<file path="src/rtl/mem_request_arbiter_if.sv">
// Bundles the requester and memory-controller handshake signals of mem_request_arbiter.
// The master modport drives requests and controller responses; the slave modport is the arbiter.
interface mem_request_arbiter_if;
    logic        flush_in;
    logic        if_req_in;
    logic [31:0] if_addr_in;
    logic        ld_req_in;
    logic [31:0] ld_addr_in;
    logic [2:0]  ld_width_in;
    logic        st_req_in;
    logic [31:0] st_addr_in;
    logic [2:0]  st_width_in;
    logic [31:0] st_data_in;
    logic        if_done_out;
    logic [31:0] if_data_out;
    logic        ld_done_out;
    logic [31:0] ld_data_out;
    logic        st_done_out;
    logic        mc_enable_out;
    logic        mc_rw_out;
    logic [31:0] mc_addr_out;
    logic [2:0]  mc_width_out;
    logic [31:0] mc_wdata_out;
    logic        mc_done_in;
    logic [31:0] mc_rdata_in;

    modport master (
        output flush_in, if_req_in, if_addr_in,
        output ld_req_in, ld_addr_in, ld_width_in,
        output st_req_in, st_addr_in, st_width_in, st_data_in,
        output mc_done_in, mc_rdata_in,
        input  if_done_out, if_data_out, ld_done_out, ld_data_out, st_done_out,
        input  mc_enable_out, mc_rw_out, mc_addr_out, mc_width_out, mc_wdata_out
    );

    modport slave (
        input  flush_in, if_req_in, if_addr_in,
        input  ld_req_in, ld_addr_in, ld_width_in,
        input  st_req_in, st_addr_in, st_width_in, st_data_in,
        input  mc_done_in, mc_rdata_in,
        output if_done_out, if_data_out, ld_done_out, ld_data_out, st_done_out,
        output mc_enable_out, mc_rw_out, mc_addr_out, mc_width_out, mc_wdata_out
    );
endinterface

</file>
<file path="src/rtl/mem_request_arbiter.sv">
// Arbitrates fetch/load/store requests onto a single byte-serial memory controller,
// holding each granted request until completion and returning a one-cycle done pulse.
module mem_request_arbiter #(
    parameter int STARVE_LIMIT = 8,
    parameter int CNT_W        = 4
) (
    input logic                   clk_in,
    input logic                   rst_in,
    mem_request_arbiter_if.slave  bus
);

    typedef enum logic [1:0] {
        IDLE,
        BUSY,
        DRAIN
    } state_t;

    typedef enum logic [1:0] {
        OWN_IF,
        OWN_LD,
        OWN_ST
    } owner_t;

    localparam logic [CNT_W-1:0] LIMIT = CNT_W'(STARVE_LIMIT);

    state_t           state;
    owner_t           owner;
    logic [CNT_W-1:0] starve_cnt;

    logic             if_ok;
    logic             ld_ok;
    logic             st_ok;
    logic             grant_any;
    owner_t           grant_owner;
    logic [31:0]      grant_addr;
    logic [2:0]       grant_width;
    logic [31:0]      grant_wdata;
    logic             flush_owner;

    function automatic logic width_legal(input logic [2:0] w);
        return (w == 3'b001) || (w == 3'b010) || (w == 3'b100);
    endfunction

    // A flush removes the speculative requesters (fetch, load) from arbitration; stores are architectural.
    assign if_ok = bus.if_req_in && !bus.flush_in;
    assign ld_ok = bus.ld_req_in && !bus.flush_in && width_legal(bus.ld_width_in);
    assign st_ok = bus.st_req_in && width_legal(bus.st_width_in);

    assign flush_owner = bus.flush_in && (owner != OWN_ST);

    always_comb begin
        grant_any   = 1'b0;
        grant_owner = OWN_IF;
        grant_addr  = 32'h0;
        grant_width = 3'b000;
        grant_wdata = 32'h0;
        if (if_ok && (starve_cnt == LIMIT)) begin
            grant_any   = 1'b1;
            grant_owner = OWN_IF;
            grant_addr  = bus.if_addr_in;
            grant_width = 3'b100;
        end else if (st_ok) begin
            grant_any   = 1'b1;
            grant_owner = OWN_ST;
            grant_addr  = bus.st_addr_in;
            grant_width = bus.st_width_in;
            grant_wdata = bus.st_data_in;
        end else if (ld_ok) begin
            grant_any   = 1'b1;
            grant_owner = OWN_LD;
            grant_addr  = bus.ld_addr_in;
            grant_width = bus.ld_width_in;
        end else if (if_ok) begin
            grant_any   = 1'b1;
            grant_owner = OWN_IF;
            grant_addr  = bus.if_addr_in;
            grant_width = 3'b100;
        end
    end

    always_ff @(posedge clk_in) begin
        if (rst_in) begin
            state             <= IDLE;
            owner             <= OWN_IF;
            starve_cnt        <= '0;
            bus.if_done_out   <= 1'b0;
            bus.ld_done_out   <= 1'b0;
            bus.st_done_out   <= 1'b0;
            bus.if_data_out   <= 32'h0;
            bus.ld_data_out   <= 32'h0;
            bus.mc_enable_out <= 1'b0;
            bus.mc_rw_out     <= 1'b0;
            bus.mc_addr_out   <= 32'h0;
            bus.mc_width_out  <= 3'b000;
            bus.mc_wdata_out  <= 32'h0;
        end else begin
            bus.if_done_out <= 1'b0;
            bus.ld_done_out <= 1'b0;
            bus.st_done_out <= 1'b0;

            // Fetch only counts as starved while it is actually asking.
            if (!bus.if_req_in) begin
                starve_cnt <= '0;
            end else if ((state == IDLE) && grant_any) begin
                if (grant_owner == OWN_IF) begin
                    starve_cnt <= '0;
                end else if (starve_cnt < LIMIT) begin
                    starve_cnt <= starve_cnt + 1'b1;
                end
            end

            case (state)
                IDLE: begin
                    if (grant_any) begin
                        state             <= BUSY;
                        owner             <= grant_owner;
                        bus.mc_enable_out <= 1'b1;
                        bus.mc_rw_out     <= (grant_owner == OWN_ST);
                        bus.mc_addr_out   <= grant_addr;
                        bus.mc_width_out  <= grant_width;
                        bus.mc_wdata_out  <= grant_wdata;
                    end
                end

                BUSY: begin
                    if (bus.mc_done_in) begin
                        state             <= IDLE;
                        bus.mc_enable_out <= 1'b0;
                        if (!flush_owner) begin
                            case (owner)
                                OWN_IF: begin
                                    bus.if_done_out <= 1'b1;
                                    bus.if_data_out <= bus.mc_rdata_in;
                                end
                                OWN_LD: begin
                                    bus.ld_done_out <= 1'b1;
                                    bus.ld_data_out <= bus.mc_rdata_in;
                                end
                                default: bus.st_done_out <= 1'b1;
                            endcase
                        end
                    end else if (flush_owner) begin
                        state <= DRAIN;
                    end
                end

                // The controller cannot be abandoned mid byte-sequence, so wait it out silently.
                DRAIN: begin
                    if (bus.mc_done_in) begin
                        state             <= IDLE;
                        bus.mc_enable_out <= 1'b0;
                    end
                end

                default: begin
                    state             <= IDLE;
                    bus.mc_enable_out <= 1'b0;
                end
            endcase
        end
    end

endmodule

</file>
<file path="src/flat_wrapper.sv">
// flat-port wrapper written by rule: the top's interface ports become plain ports
module mem_request_arbiter_flat 
#(
    parameter int STARVE_LIMIT = 8,
    parameter int CNT_W        = 4
)
  (clk_in, rst_in, bus_flush_in, bus_if_req_in, bus_if_addr_in, bus_ld_req_in, bus_ld_addr_in, bus_ld_width_in, bus_st_req_in, bus_st_addr_in, bus_st_width_in, bus_st_data_in, bus_mc_done_in, bus_mc_rdata_in, bus_if_done_out, bus_if_data_out, bus_ld_done_out, bus_ld_data_out, bus_st_done_out, bus_mc_enable_out, bus_mc_rw_out, bus_mc_addr_out, bus_mc_width_out, bus_mc_wdata_out);
  mem_request_arbiter_if bus_i ();
  input logic clk_in;
  input logic rst_in;
  input wire logic [$bits(bus_i.flush_in)-1:0] bus_flush_in;
  input wire logic [$bits(bus_i.if_req_in)-1:0] bus_if_req_in;
  input wire logic [$bits(bus_i.if_addr_in)-1:0] bus_if_addr_in;
  input wire logic [$bits(bus_i.ld_req_in)-1:0] bus_ld_req_in;
  input wire logic [$bits(bus_i.ld_addr_in)-1:0] bus_ld_addr_in;
  input wire logic [$bits(bus_i.ld_width_in)-1:0] bus_ld_width_in;
  input wire logic [$bits(bus_i.st_req_in)-1:0] bus_st_req_in;
  input wire logic [$bits(bus_i.st_addr_in)-1:0] bus_st_addr_in;
  input wire logic [$bits(bus_i.st_width_in)-1:0] bus_st_width_in;
  input wire logic [$bits(bus_i.st_data_in)-1:0] bus_st_data_in;
  input wire logic [$bits(bus_i.mc_done_in)-1:0] bus_mc_done_in;
  input wire logic [$bits(bus_i.mc_rdata_in)-1:0] bus_mc_rdata_in;
  output wire logic [$bits(bus_i.if_done_out)-1:0] bus_if_done_out;
  output wire logic [$bits(bus_i.if_data_out)-1:0] bus_if_data_out;
  output wire logic [$bits(bus_i.ld_done_out)-1:0] bus_ld_done_out;
  output wire logic [$bits(bus_i.ld_data_out)-1:0] bus_ld_data_out;
  output wire logic [$bits(bus_i.st_done_out)-1:0] bus_st_done_out;
  output wire logic [$bits(bus_i.mc_enable_out)-1:0] bus_mc_enable_out;
  output wire logic [$bits(bus_i.mc_rw_out)-1:0] bus_mc_rw_out;
  output wire logic [$bits(bus_i.mc_addr_out)-1:0] bus_mc_addr_out;
  output wire logic [$bits(bus_i.mc_width_out)-1:0] bus_mc_width_out;
  output wire logic [$bits(bus_i.mc_wdata_out)-1:0] bus_mc_wdata_out;
  assign bus_i.flush_in = bus_flush_in;
  assign bus_i.if_req_in = bus_if_req_in;
  assign bus_i.if_addr_in = bus_if_addr_in;
  assign bus_i.ld_req_in = bus_ld_req_in;
  assign bus_i.ld_addr_in = bus_ld_addr_in;
  assign bus_i.ld_width_in = bus_ld_width_in;
  assign bus_i.st_req_in = bus_st_req_in;
  assign bus_i.st_addr_in = bus_st_addr_in;
  assign bus_i.st_width_in = bus_st_width_in;
  assign bus_i.st_data_in = bus_st_data_in;
  assign bus_i.mc_done_in = bus_mc_done_in;
  assign bus_i.mc_rdata_in = bus_mc_rdata_in;
  assign bus_if_done_out = bus_i.if_done_out;
  assign bus_if_data_out = bus_i.if_data_out;
  assign bus_ld_done_out = bus_i.ld_done_out;
  assign bus_ld_data_out = bus_i.ld_data_out;
  assign bus_st_done_out = bus_i.st_done_out;
  assign bus_mc_enable_out = bus_i.mc_enable_out;
  assign bus_mc_rw_out = bus_i.mc_rw_out;
  assign bus_mc_addr_out = bus_i.mc_addr_out;
  assign bus_mc_width_out = bus_i.mc_width_out;
  assign bus_mc_wdata_out = bus_i.mc_wdata_out;
  mem_request_arbiter #(.STARVE_LIMIT(STARVE_LIMIT), .CNT_W(CNT_W)) u_core (.clk_in(clk_in), .rst_in(rst_in), .bus(bus_i));
endmodule
</file>
<file path="config.mk">
export PLATFORM = sky130hd
export DESIGN_NAME = mem_request_arbiter_flat
export DESIGN_NICKNAME = d
export VERILOG_FILES = /design/src/rtl/mem_request_arbiter_if.sv /design/src/rtl/mem_request_arbiter.sv /design/src/flat_wrapper.sv
export SDC_FILE = /design/constraint.sdc
export NUM_CORES = 1
export LEC_CHECK = 0
export BUFFER_PORTS_ARGS = -buffer_cell sky130_fd_sc_hd__buf_2
export CAP_MARGIN = 20
export CORE_MARGIN = 2
export CORE_UTILIZATION = 35
export CTS_CLUSTER_DIAMETER = 60
export CTS_CLUSTER_SIZE = 28
export DETAILED_ROUTE_END_ITERATION = 6
export GPL_ROUTABILITY_DRIVEN = 0
export PLACE_DENSITY = 0.65
export SYNTH_ARGS = -nofsm -noshare
export SYNTH_HDL_FRONTEND = slang
export SYNTH_SLANG_ARGS = --single-unit
</file>
<file path="constraint.sdc">
create_clock -name clk_in -period 2 [get_ports clk_in]
set_input_delay 0.4 -clock clk_in [delete_from_list [all_inputs] [get_ports clk_in]]
set_output_delay 0.4 -clock clk_in [all_outputs]
set_load 0.05 [all_outputs]
</file>
# == Word level (Yosys, flattened, before mapping) ==
# Cells that the tools add are included.
# op_classes
n_reduce_logical,26
mux,30
add_sub_neg,1
eq_ne,16
n_lt_le_gt_ge,1
bitwise_logic,4
# op_table
cell,n
$mux 32,6
$mux 2,6
$mux 3,4
$mux 1,10
$mux 4,2
$reduce_and 4->1,2
$logic_and 1x1->1,7
$eq 3x1->1 const B,2
$eq 3x2->1 const B,2
$eq 3x3->1 const B,2
$logic_not 2->1,3
$pmux 2 s3,1
$reduce_and 2->1,3
$reduce_or 2->1,3
$add 4x1->4 const B,1
$eq 2x1->1 const B,2
$eq 2x2->1 const B,2
$eq 4x4->1 const B,1
$logic_or 1x1->1,4
$lt 4x4->1 const B,1
$ne 2x1->1 const B,2
$ne 2x2->1 const B,2
$not 1->1,4
$reduce_or 4->1,1
5 further kinds,5
# totals
input_bits,173
out_inout_bits,136
ff_bits,144
word_cells,91

# == Depth between registers and ports, before layout ==
# Gate-level depths: netlist of the first run.
# depth
ltp_word,10
depth_mapped,9
depth_no_buf,7

# == Least setup slack after synthesis of the first run ==
# OpenSTA, ideal clock, no wires.
# synth_timing
path_type,input port to flip-flop
from,input port bus_flush_in
to,register u_core.bus.mc_wdata_out[10]
required_time_ps,1883
arrival_ps,1735
setup_ps,117
setup_slack_ps,148
n_path_buf,2
stages,7
path_cell_list,buf_6 nor4b_4 a22oi_2 a31oi_4 nor2_2 buf_6 a22o_1
# synth_via
elab_chain_cells,7
word_cells_on_any_way,11
classes_between,5 x mux; 6 x reduce/logical
# synth_rtl
element,line_no,text
"start, declared",flat_wrapper.sv:11,input wire logic [$bits(bus_i.flush_in)-1:0] bus_flush_in;
$logic_not 1->1 *,"mem_request_arbiter.sv:45, mem_request_arbiter.sv:46",
$logic_and 1x1->1 (on tied branches),"mem_request_arbiter.sv:45, mem_request_arbiter.sv:46",
$mux 1 / $logic_and 1x1->1 (equally long branches),"mem_request_arbiter.sv:73, mem_request_arbiter.sv:46",
$mux 1,mem_request_arbiter.sv:68,end else if (ld_ok) begin
$mux 1,mem_request_arbiter.sv:62,end else if (st_ok) begin
$mux 1,mem_request_arbiter.sv:57,if (if_ok && (starve_cnt == LIMIT)) begin
$reduce_and 2->1 (no source line),n/a,
"end signal, assigned",mem_request_arbiter.sv:121,bus.mc_wdata_out <= grant_wdata;
"end, declared",mem_request_arbiter_if.sv:42,"output mc_enable_out, mc_rw_out, mc_addr_out, mc_width_out, mc_wdata_out"
# Mark *: on every way between the ends. The rest lies on a longest branch, timed or not.
# A chain may end at the register's enable or synchronous reset.

# == Worst setup path after layout of the first run ==
# layout_timing
from,register u_core.starve_cnt[0]
to,register u_core.bus.mc_addr_out[12]
# layout_via
elab_chain_cells,4
word_cells_on_any_way,5
classes_between,1 x eq/ne; 2 x mux; 2 x reduce/logical
# layout_rtl
element,line_no,text
"start, declared",mem_request_arbiter.sv:28,logic [CNT_W-1:0] starve_cnt;
"start signal, assigned",mem_request_arbiter.sv:108,starve_cnt <= starve_cnt + 1'b1;
$eq 4x4->1 *,mem_request_arbiter.sv:57,
$logic_and 1x1->1 *,mem_request_arbiter.sv:57,
$mux 1,mem_request_arbiter.sv:57,
$reduce_and 2->1 (no source line),n/a,
"end signal, assigned",mem_request_arbiter.sv:119,bus.mc_addr_out <= grant_addr;
"end, declared",mem_request_arbiter_if.sv:42,
# Marked as above.

==> metrics.txt, run 1 <==
status=finished, final reports clean; Cell Area, Synth=5740 sq um; worst setup path category=flop to flop; postcts setup bufs=0; VDD IR max=0.570 mV; PwrDens=978 nW/um^2; Max Root-Sink Buffers=2; worst hold path type=input pin to flop; cts repair resizes=0; Crit path max-delay family=compound AO/OA/AOI/OAI gates; crit-path max FO=5; Crit path buffers/inverters=1; final worst slack=216 ps; Required @ worst endpoint=~2300 ps; CP startpoint kind=flop; layout cells sized above 1=0.414; sequential area share after synthesis=0.499; CP max-delay cell=or3_1; 1st-iter DRT viols=approximately 260; initial core utilization=0.360; HPWL after DPL=12,700 microns; DRT antenna net count=0; final WL=17,700 microns; Synth Flop Type=dfxtp_1; crit path DAT=between 2000 and 2500 ps; R2R depth=7; drc violations=0; XOR/XNOR share of the synthesized area=0.00305; Synth-to-Final Area Change=43.4%; Post-synth ARST share=0; mux share of post-synthesis cell area=0.00174; row cnt=between 40 and 50; pre-CTS setup slack=-9.56 ps; via/cell ratio=roughly 4.9; Max Slew Vio Count=0; Synth Area in Compound Gates=0.301; EDFF count, synth=0; DIE AREA=17,400 sq um; maximum clock rate=about 0.56 GHz; Synth Register Bits=143; Num CTS Buffers=17; largest net degree at the start of global routing=between 60 and 70; switch share=0.308; Synth Area in Simple Gates=0.132; Flop pwr share=0.386; Mapped Cells=646; Int Power=5.57 mW; leakage power=approximately 3.7 nW; clock tree root driver cell=clkbuf_16; Mapped Nets=824; Critical Path Max Stage Delay=between 400 and 500 ps; reg2reg end=u_core.bus.mc_addr_out[12]; vias=5,789; WHS Endpoint=u_core.bus.mc_wdata_out[30]; Clk pin slew, worst setup/hold paths=approximately 60 ps; Slew HR=0.531; Core Area=around 16,000 sq um; vias in the first global route=5,530; min Tclk post-route=1780 ps; DRT Pass-1 Iters=5; clk_skew=9.49 ps; setup TNS=0 ps; worst skew pair latency=410 ps; Overall Global Routing Usage=0.201; post-synthesis adder-cell area fraction=0.0109; CTS tree=built; largest family of logic cells by synthesized area=compound AO/OA/AOI/OAI gates; combinational share of power=0.207; measured slew at the worst slew-check pin=roughly 700 ps; IO Port Bufs=roughly 310; CTS sink cnt=143; reg2reg setup slack=220 ps; Final #Nets=1,126; I/O Pins=309; Psw=2.48 mW; initial antenna violation count=1; crit-path cells=inv_1, ha_1, nand2_1, or3_1, a32o_1, a221oi_1, a21oi_1; final setup fails=0; Die Wd=around 130 microns; worst reg2reg startpoint=u_core.starve_cnt[0]; number of max-cap violations=0; Hold Buf Count CTS=0; total grt overflow=0; routed len/inst=15.0 microns; Final Hold Violating Endpoints=0; post-synth cell types=55; Tot Pwr=8.05 mW; period utilization=0.892; Mapped Avg Cell Area=between 8 and 9 sq um; Hold Crit Depth=2; first-pass GRT wire length=about 28,000 microns; chip height=132 microns; hold_sp=bus_st_data_in[30]; RSZ-0062 raised after global routing=false; Synth Warn #=0; CTS H-tree lvls=4; endpoint class of the critical path=flop; Clk network pwr share=0.407
[power groups by stage]
stage	Combinational [mW]	Clock [mW]	Sequential, mW
floorplan	0.578	0	3.73
detailed placement	1.67	0	3.17
global route	1.79	3.48	3.13
CTS	1.68	3.36	3.11
global placement	1.67	0	3.16
finish	1.67	3.27	3.11
[state kept, by name, summed over array words and instances, names as in the netlist]
signal	count
u_core.bus.if_data_out	32
u_core.bus.if_done_out	1
u_core.bus.mc_rw_out	1
u_core.bus.mc_addr_out	32
u_core.bus.mc_width_out	3
u_core.starve_cnt	4
u_core.owner	1
u_core.bus.st_done_out	1
u_core.bus.mc_wdata_out	32
u_core.bus.mc_enable_out	1
u_core.bus.ld_done_out	1
u_core.bus.ld_data_out	32
u_core.state	2
[logic make-up (layout without fill, tap and decap cells)]
kind of cell | count (synthesis) | after routing
DFF | 143 | 143
buffers and inverters | 60 | 375
and+or+nand+nor | 173 | 173
AOI/OAI and AO/OA | 262 | 262
muxes | 1 | 1
other | 0 | 1
adders and majority gates | 5 | 5
xor gates and xnor gates | 2 | 2
[synthesized netlist by cell type, drive strengths merged (4+ instances only)]
cell,number,share of area
dfxtp,143,0.50
nand2,141,0.092
a21oi,132,0.13
o21ai,35,0.031
a22o,33,0.050
a22oi,33,0.044
clkbuf,25,0.016
buf,24,0.029
inv,11,0.0072
nor2,8,0.0057
ha,5,0.011
nor3,5,0.0081
a211oi,4,0.0052
nand3,4,0.0035
[worst max path at each step]
stage | startpoint | end | slack, ps | cells after the start
finish | u_core.starve_cnt[0] | u_core.bus.mc_addr_out[12] | 220 | 7
global route | u_core.starve_cnt[0] | u_core.bus.mc_addr_out[12] | 40 | 7
CTS | u_core.state[0] | u_core.starve_cnt[3] | 220 | 7
detailed placement | bus_flush_in | u_core.bus.mc_addr_out[4] | -10 | 8
global placement | bus_flush_in | u_core.bus.mc_addr_out[11] | 70 | 8
floorplan | bus_flush_in | u_core.bus.mc_wdata_out[10] | 150 | 7
[metal layers]
layer,GRT usage,share of wire
met1,0.249,0.42
met2,0.340,0.49
met3,0.0546,0.071
met4,0.0670,0.022
met5,0,0
[layout by cell type (no fill, tap or decap), types with 3 or more instances in the layout]
cell,n
a211oi_1,4
a21boi_0,3
a21oi_1,112
a21oi_2,20
a22o_1,33
a22oi_1,32
buf_12,10
buf_2,308
buf_4,14
bufinv_16,3
clkbuf_16,17
clkinv_4,3
dfxtp_1,143
ha_1,5
inv_1,11
nand2_1,141
nand3_1,4
nor2_1,6
o21ai_0,10
o21ai_1,25
[final cells by class]
class | instances | area, sq um
clock buffer | 20 | 457
multi-input combinational | 443 | 2590
fill | 1534 | 7710
tap | 216 | 270
inverter | 11 | 41.3
sequential | 143 | 2860
timing repair buffer | 332 | 1850
antenna | 1 | 2.50
clock inverter | 12 | 159
[stage by stage]
| step | instance area (sq um) | hold slack, ps | util | std cells |
|---|---|---|---|---|
| after floorplan | 5740 | 475 | - | 646 |
| after global placement | 7610 | 439 | 0.477 | 1145 |
| after detailed placement | 7610 | 443 | 0.477 | 1145 |
| after CTS | 8230 | 178 | 0.516 | 1177 |
| after global routing | 8230 | 179 | 0.516 | 1178 |
| final | 8230 | 197 | 0.516 | 1178 |
No activity file was read; power rests on OpenSTA's default activity.
==> run 2: changes to the inputs <==
Settings changed: CORE_MARGIN 2 to 10.
==> metrics.txt, run 2 (same netlist as run 1, synthesis figures left out) <==
min Tclk post-route=1810 ps (+28.6 ps); highest-count cells in the layout ignoring fill and taps=buf_2 (308), dfxtp_1 (143), nand2_1 (141); reg2reg end=u_core.bus.mc_addr_out[21]; CTS H-tree lvls=4 (unchanged); maximum clock rate=0.552 GHz (-1.6%); Synth-to-Final Area Change=45.2%; status=finished, final reports clean; M2 GR Usage=0.304 (-0.0357); endpoint class of the critical path=flop; I/O Pins=309 (unchanged); VDD IR max=0.590 mV (+3.5%); PwrDens=984 nW/um^2 (+0.57%); initial core utilization=0.359 (-0.00129); Worst Setup EP=u_core.bus.mc_addr_out[21]; Psw=2.63 mW (+6.2%); Num CTS Buffers=17 (unchanged); combinational share of power=0.211 (+0.004); Max Slew Vio Count=0 (unchanged); CP startpoint=u_core.starve_cnt[1]; placed insts=1,156 (+0.96%); DIE AREA=21,900 sq um (+26%); postcts setup bufs=0 (unchanged); row cnt=46 (unchanged); setup TNS=0 ps (unchanged); chip height=148 microns (+12%); leakage power=3.77 nW (+1.7%); clk_skew=8.01 ps (-1.48 ps); Final Hold Violating Endpoints=0 (unchanged); worst setup path category=flop to flop; measured slew at the worst slew-check pin=735 ps (+31.4 ps); CTS sink cnt=143 (unchanged); period utilization=0.907 (+0.0143); initial antenna violation count=5 (+4); via/cell ratio=4.96 (+1.0%); worst skew pair latency=420 ps (about the same); busiest metal layer after global routing=met2; Int Power=5.56 mW (-0.14%); met1 GRT Util=0.199 (-0.0499); DRT Pass-1 Iters=6 (+1); crit path DAT=2170 ps (+90 ps); final std cells w/o fill=1,191 (+1.1%); Clk pin slew, worst setup/hold paths=70 ps (about the same); Die Wd=148 microns (+12%); Slew HR=0.510 (-0.0210); R2R depth=8 (+1); clock tree root driver cell=clkbuf_16; Overall Global Routing Usage=0.179 (-0.0220); Flop pwr share=0.379 (-0.007); Required @ worst endpoint=2360 ps (+70 ps); vias=5,913 (+2.1%); cts repair resizes=0 (unchanged); crit-path max FO=19 (+14); vias in the first global route=5,868 (+6.1%); GR Util met3=0.0711 (+0.0165); most common cell after layout, fill and taps aside=buf_2; HPWL after DPL=15,400 microns (+21%); final WL=20,800 microns (+17%); Clk network pwr share=0.411 (+0.004); reg2reg setup slack=190 ps (-30 ps); Max Root-Sink Buffers=2 (unchanged); 1st-iter DRT viols=418 (+58%); final setup fails=0 (unchanged); DRT antenna net count=0 (unchanged); drc violations=0 (unchanged); routed len/inst=17.5 microns (+16%); total grt overflow=0 (unchanged); worst reg2reg startpoint=u_core.starve_cnt[1]; Core Area=16,000 sq um (+0.36%); largest net degree at the start of global routing=71 (+4.4%); CTS tree=built; CP startpoint kind=flop; number of max-cap violations=0 (unchanged); RSZ-0062 raised after global routing=false; IO Port Bufs=308 (unchanged); layout cells sized above 1=0.422 (+0.00766); worst hold path type=input pin to flop; first-pass GRT wire length=32,000 microns (+12%); final hold slack=190 ps (-6.92 ps); Hold Buf Count CTS=0 (unchanged); Final #Nets=1,137 (+0.98%); switch share=0.321 (+0.0132)
## run 2: cell count changes in the layout (fill, tap and decap cells not counted), moves of 2 or more
cell and change:
clkbuf_8 -2, inv_6 +4, diode_2 +2, inv_8 +3, buf_4 +10, clkinv_4 -3
## run 2: power groups by stage
stage | combinational [mW] | sequential (mW) | clock, mW
6_report | 1.73 | 3.10 | 3.37
5_1_grt | 1.85 | 3.12 | 3.55
4_1_cts | 1.74 | 3.10 | 3.43
3_5_place_dp | 1.73 | 3.16 | 0
3_3_place_gp | 1.72 | 3.16 | 0
2_1_floorplan | 0.578 | 3.73 | 0
## run 2: layout make-up
cell class,count,area [sq um]
fillers,1569,7670
flip-flops and latches,143,2860
multi-input cells,443,2590
repair buffers,343,1940
clock buffers,17,425
well taps,216,270
clock inverters,15,196
inverters,11,41.3
diodes,3,7.51
## run 2: metal layers
metal,share of wire,vias up
li1,-,2926
met1,0.40,2757
met2,0.50,207
met3,0.087,21
met4,0.012,2
met5,0.00062,-
## run 2: through the flow
step,setup slack [ps],area [sq um],utilization,total power [mW]
CTS,173,8320,0.520,8.27
detailed placement,-21.6,7700,0.481,4.89
global route,34.2,8330,0.521,8.52
floorplan,148,5740,-,4.31
finish,187,8330,0.521,8.20
global placement,-305,7690,0.480,4.88
## run 2: worst min path at each step
stage                                     from                           to  cells after the start
finish                       bus_st_data_in[6]   u_core.bus.mc_wdata_out[6]                      2
global route                bus_st_data_in[31]  u_core.bus.mc_wdata_out[31]                      2
CTS                          bus_st_data_in[6]   u_core.bus.mc_wdata_out[6]                      2
detailed placement  u_core.bus.ld_data_out[11]   u_core.bus.ld_data_out[11]                      2
global placement    u_core.bus.ld_data_out[27]   u_core.bus.ld_data_out[27]                      2
floorplan                 u_core.starve_cnt[1]         u_core.starve_cnt[1]                      2
## run 2: worst max-delay path, stage by stage (launching register included)
cell	delay (ps)
dfxtp_1	370
inv_1	60
ha_1	180
nand2_1	90
nor3_2	50
nor2_2	500
buf_8	260
a22oi_1	100
a21oi_2	120
